**src/rtl/time_set_ctrl_pkg.sv**
```systemverilog
// Shared types and constants for the time-set controller.
// No logic; state enum, BCD limits and a load-sanitising helper.
// No flow control.
package time_set_ctrl_pkg;

  typedef enum logic [1:0] {
    RUN       = 2'd0,
    EDIT_HOUR = 2'd1,
    EDIT_MIN  = 2'd2,
    WRITE     = 2'd3
  } state_t;

  localparam logic [7:0] HOUR_MAX = 8'h23;
  localparam logic [7:0] MIN_MAX  = 8'h59;

  // A field read from the RTC that is not a legal 2-digit BCD value in
  // range starts the edit from zero instead.
  function automatic logic [7:0] bcd_load(input logic [7:0] v, input logic [7:0] max);
    if (v[7:4] > 4'd9 || v[3:0] > 4'd9 || v > max) begin
      return 8'h00;
    end
    return v;
  endfunction

endpackage

```
**src/rtl/time_set_ctrl_bcd_updown.sv**
```systemverilog
// Two-digit BCD +/-1 step with wrap over 00..MAX.
// Combinational, zero latency.
// No flow control; up and down together leave the value unchanged.
module bcd_updown
  import time_set_ctrl_pkg::*;
#(
  parameter logic [7:0] MAX = MIN_MAX
) (
  input  logic [7:0] val,
  input  logic       up,
  input  logic       down,
  output logic [7:0] nxt
);

  // Step the ones digit, rippling into the tens digit, wrapping at the ends.
  always_comb begin
    nxt = val;
    if (up && !down) begin
      if (val >= MAX) begin
        nxt = 8'h00;
      end else if (val[3:0] == 4'd9) begin
        nxt = {val[7:4] + 4'd1, 4'd0};
      end else begin
        nxt = {val[7:4], val[3:0] + 4'd1};
      end
    end else if (down && !up) begin
      if (val == 8'h00) begin
        nxt = MAX;
      end else if (val[3:0] == 4'd0) begin
        nxt = {val[7:4] - 4'd1, 4'd9};
      end else begin
        nxt = {val[7:4], val[3:0] - 4'd1};
      end
    end
  end

endmodule

```
**src/rtl/time_set_ctrl.sv**
```systemverilog
// Button-driven hour/minute editor in front of an RTC, with blink and timeout.
// Display path 1 cycle; wrReq rises in the cycle WRITE is entered.
// wrReq is a level held until wrAck; buttons are ignored while writing.
module time_set_ctrl
  import time_set_ctrl_pkg::*;
#(
  parameter int TIMEOUT_TICKS = 20
) (
  input  logic       clk,
  input  logic       rst,
  input  logic       btnMode,
  input  logic       btnUp,
  input  logic       btnDown,
  input  logic       blinkTick,
  input  logic [7:0] rtcHour,
  input  logic [7:0] rtcMin,
  input  logic       wrAck,
  output logic [7:0] dispHour,
  output logic [7:0] dispMin,
  output logic       blankHour,
  output logic       blankMin,
  output logic       wrReq,
  output logic [7:0] wrHour,
  output logic [7:0] wrMin,
  output logic       editing
);

  localparam int CW = $clog2(TIMEOUT_TICKS + 1);
  localparam logic [CW-1:0] LAST_TICK = CW'(TIMEOUT_TICKS - 1);

  state_t        state, next_state;
  logic [7:0]    edit_hour, edit_min;
  logic [7:0]    hour_step, min_step;
  logic [7:0]    rtc_hour_bcd;
  logic [CW-1:0] idle_cnt;
  logic          phase;
  logic          in_edit, any_btn, timeout;

  // Mode bits in the top of the RTC hour byte are not part of the value.
  assign rtc_hour_bcd = rtcHour & 8'h3F;
  assign in_edit      = (state == EDIT_HOUR) || (state == EDIT_MIN);
  assign any_btn      = btnMode || btnUp || btnDown;
  assign timeout      = blinkTick && !any_btn && (idle_cnt == LAST_TICK);

  bcd_updown #(.MAX(HOUR_MAX)) u_hour (
    .val  (edit_hour),
    .up   (btnUp),
    .down (btnDown),
    .nxt  (hour_step)
  );

  bcd_updown #(.MAX(MIN_MAX)) u_min (
    .val  (edit_min),
    .up   (btnUp),
    .down (btnDown),
    .nxt  (min_step)
  );

  // State register.
  always_ff @(posedge clk) begin
    if (rst) state <= RUN;
    else     state <= next_state;
  end

  // Next state: mode advances, idle timeout abandons, ack finishes the write.
  always_comb begin
    next_state = state;
    case (state)
      RUN:       if (btnMode) next_state = EDIT_HOUR;
      EDIT_HOUR: if (btnMode) next_state = EDIT_MIN;
                 else if (timeout) next_state = RUN;
      EDIT_MIN:  if (btnMode) next_state = WRITE;
                 else if (timeout) next_state = RUN;
      WRITE:     if (wrAck) next_state = RUN;
      default:   next_state = RUN;
    endcase
  end

  // State-decoded outputs; the write payload is the edit registers directly.
  always_comb begin
    editing   = (state != RUN);
    wrReq     = (state == WRITE);
    blankHour = (state == EDIT_HOUR) && phase;
    blankMin  = (state == EDIT_MIN) && phase;
    wrHour    = edit_hour & 8'h7F;
    wrMin     = edit_min;
  end

  // Edit registers: load from the RTC on entry, step while their field is active.
  always_ff @(posedge clk) begin
    if (rst) begin
      edit_hour <= 8'h00;
      edit_min  <= 8'h00;
    end else begin
      case (state)
        RUN: if (btnMode) begin
          edit_hour <= bcd_load(rtc_hour_bcd, HOUR_MAX);
          edit_min  <= bcd_load(rtcMin, MIN_MAX);
        end
        EDIT_HOUR: if (!btnMode) edit_hour <= hour_step;
        EDIT_MIN:  if (!btnMode) edit_min  <= min_step;
        default: ;
      endcase
    end
  end

  // Idle counter: counts blink ticks with no button activity in an edit state.
  always_ff @(posedge clk) begin
    if (rst || !in_edit || any_btn || (next_state != state)) idle_cnt <= '0;
    else if (blinkTick) idle_cnt <= idle_cnt + CW'(1);
  end

  // Blink phase: toggles on ticks while editing, forced low whenever RUN is next.
  always_ff @(posedge clk) begin
    if (rst || next_state == RUN) phase <= 1'b0;
    else if (in_edit && blinkTick) phase <= ~phase;
  end

  // Display registers: live RTC time in RUN, edit registers otherwise.
  always_ff @(posedge clk) begin
    if (rst) begin
      dispHour <= 8'h00;
      dispMin  <= 8'h00;
    end else if (state == RUN) begin
      dispHour <= rtc_hour_bcd;
      dispMin  <= rtcMin;
    end else begin
      dispHour <= edit_hour;
      dispMin  <= edit_min;
    end
  end

endmodule

```
**config.mk**
```make
export PLATFORM = sky130hd
export DESIGN_NAME = time_set_ctrl
export DESIGN_NICKNAME = d
export VERILOG_FILES = /design/src/rtl/time_set_ctrl_pkg.sv /design/src/rtl/time_set_ctrl_bcd_updown.sv /design/src/rtl/time_set_ctrl.sv
export SDC_FILE = /design/constraint.sdc
export NUM_CORES = 1
export LEC_CHECK = 0
export ABC_AREA = 1
export CAP_MARGIN = 25
export CELL_PAD_IN_SITES_DETAIL_PLACEMENT = 1
export CELL_PAD_IN_SITES_GLOBAL_PLACEMENT = 1
export CORE_MARGIN = 2
export CORE_UTILIZATION = 30
export CTS_CLUSTER_SIZE = 10
export DETAILED_ROUTE_END_ITERATION = 8
export PLACE_DENSITY_LB_ADDON = 0.1
export RECOVER_POWER = 25
export SLEW_MARGIN = 0
export SYNTH_ARGS = -nofsm -noshare
export SYNTH_HDL_FRONTEND = slang
export SYNTH_HIERARCHICAL = 1
export SYNTH_SLANG_ARGS = --single-unit
```
**constraint.sdc**
```tcl
create_clock -name clk -period 1.7 [get_ports clk]
set_clock_uncertainty 0.15 [all_clocks]
set_input_delay 0.17 -clock clk [delete_from_list [all_inputs] [get_ports clk]]
set_output_delay 0.17 -clock clk [all_outputs]
set_load 0.02 [all_outputs]
```
==> impl_metrics.ini <==
[cts]
cts_sinks = 40
clockBufferDepth = 2
worstSkewPairLatency_ns = 0.30
numCtsBuffers = 5
h-tree-depth = 2
cts_tree = built
holdBufCountCts = 0
cts-root-buf = clkbuf_8
clkTransAtPathRegs_ns = 0.09

[timing]
rsz0062_at_grt = yes
hold_violations = 0
fin_crit_sh = 1.01
setup_ws_ns = -0.0183
slew_viol_final = 0
min_period_ns = 1.72
setup_viol = 1
max_freq_mhz = 582
setup_tns_ns = -0.0183

[layout]
drive_gt1_frac = 0.359
fin_nets = 583
nFillCells = 1172
regArea_sq_um = 835
syn_to_final_growth_pct = 55.5
multiInputGateArea_sq_mm = 0.00204
diodes = 0
fin_util = 0.481
mostFrequentLayoutCell = nand2_1
final_cell_mix = nand2_1 (73), buf_4 (66), nor2_1 (52)

[global_route]
first_global_vias = 3181
antenna_found_initial = 0
track_usage = 0.198
grt_remaining_overflow = 0
grt_max_degree = 26
grt_pass1_wl_um = 16100

[detailed_routing]
firstDrtPassIters = 4
ant_nets = 0
vias_per_cell = 4.99
dr_total_vias = 3281
drc = 0
drt_iter0_drc = 113
wire_per_inst_um = 16.3
route.final.wire_length_um = 10700

[synth]
yosys_most_used_dff = dfxtp_1
ys_seq_elements = 40
avgSynthCellArea_sq_um = 6.67
async_flop_share = 0
synth_edf_count = 0
synthCells = 426
ys_types = 41
synth_warnings = 6
ys_seq_area_frac = 0.282
synth_nets = 464
synth_area_sq_mm = 0.00284

[outcome]
violations = negative setup slack
status = complete, but fails checks

[setup_path]
regToRegEndpoint = wrMin[5]
critPathMaxFanout = 4
required_ns = 1.38
endpoint_kind = primary output
reg2reg_slack_ns = 0.01
crit_arrival_ns = 1.40
startpoint_type = flop
worstReg2RegStart = wrMin[5]
crit_type = flop to primary output
rr_worst_depth = 10

[pwr]
ir_drop_v = 0.000473
seqPwrFrac = 0.311
power.density_mw_per_mm2 = 847
sw_frac_of_total = 0.412
clkPwrFrac = 0.184
cell_internal_pwr_mw = 2.20
p_leak_nw = 2.04
power_switching_mw = 1.54
comb_power_share = 0.505

[die]
rows = 35
core-area_sq_mm = 0.00920
die_area_sq_mm = 0.0103
fp.dieW_um = 101
start_util = 0.309
die_h_um = 101
ios = 59

[job]
max-cap-violations = 0

[placed_design]
hpwl_um = 7670
finalWeightedCongestion = 0.814
numPortBuffers = 55

[hold_path]
holdPathEnd = dispHour[4]
holdPathStages = 3
holdCritStartpoint = rtcHour[4]
hold_class = primary input to flop
[critical path: stages (launching register included)]
cell	delay [ns]
dfxtp_4	0.38
inv_4	0.05
ha_4	0.17
inv_1	0.20
clkdlybuf4s15_2	0.30
[timing repair]
action	CTS	global route
gates cloned	1	1
gates resized for setup	54	87
setup endpoints to repair	37	30
setup buffers	2	11
pin swaps	6	24
[stage by stage]
step,cells,power [mW],cell area (sq um),hold slack (ns),worst slack (ns)
finish,657,3.74,4420,0.336,-0.0183
detailed placement,634,2.79,3880,0.362,-0.338
floorplan,426,2.06,2840,0.0891,0.00855
CTS,645,3.53,4080,0.331,-0.0285
global placement,634,2.76,3880,0.350,-0.313
global route,657,3.99,4420,0.372,-0.101
[cell type report]
class | instances | area share
clock buffer | 6 | 0.0187
clock inverter | 2 | 0.00227
inverter | 45 | 0.0416
multi-input combinational | 325 | 0.461
sequential | 40 | 0.189
tap | 111 | 0.0314
timing repair buffer | 128 | 0.257
[how the worst max path moves through the flow]
stage	startpoint	end	slack (ns)	cells past startpoint
floorplan	state[1]	idle_cnt[0]	0.009	11
global placement	btnDown	edit_hour[3]	-0.31	12
detailed placement	btnUp	edit_hour[4]	-0.34	10
CTS	state[1]	phase	-0.03	11
global route	state[1]	edit_hour[6]	-0.10	8
finish	state[1]	editing	-0.02	4
[cells by family (layout without fill, tap and decap cells)]
group,count (synthesis),in the layout,share of synthesized area
and+or+nand+nor,205,206,0.340
adders and majority gates,15,15,0.0660
muxes,1,1,0.00352
xor gates and xnor gates,10,10,0.0308
AOI/OAI and AO/OA,91,92,0.176
DFF,40,40,0.282
other,1,1,0.00132
buffers and inverters,63,181,0.100
[flip-flops by register name (all words and copies together) (netlist names)]
register   flops
dispMin        8
idle_cnt       5
phase          1
edit_hour      8
wrMin          8
state          2
dispHour       8
[cell usage after synthesis, types with 2 or more instances]
cell      count  area, sq um
xnor2_1       3         26.3
nand3_1      34          170
buf_2         2         10.0
buf_4        10         75.1
nand3_2       4         40.0
dfxtp_1      40          801
nand2_2       6         37.5
a21boi_1      2         15.0
a31oi_1       5         31.3
nor2_1       58          218
inv_2        11         41.3
nand2_4       4         45.0
o21ai_1       8         40.0
clkbuf_1      4         15.0
xor2_1        7         61.3
a21oi_1      27          135
nand2_1      80          300
nor2_2        6         37.5
o21ai_0      38          190
nand3b_1      2         15.0
nand4_1       6         37.5
o211ai_1      2         15.0
inv_1        32          120
nor2_4        4         45.0
ha_1         15          188
[power by group through the flow]
stage                     Sequential, mW  Combinational, mW  Clock (mW)
after floorplan                     1.26              0.806           0
after global placement              1.17               1.59           0
after detailed placement            1.17               1.61           0
after CTS                           1.16               1.65       0.718
after global routing                1.18               2.06       0.750
final                               1.16               1.89       0.688
[routing by layer]
metal / up-vias / share of wire / global-route usage
li1: 1633 / - / -
met1: 1581 / 0.48 / 0.281
met2: 62 / 0.48 / 0.321
met3: 5 / 0.034 / 0.0276
met4: 0 / 0.0065 / 0.0374
met5: - / 0 / 0
No activity file was read; power rests on OpenSTA's default activity.
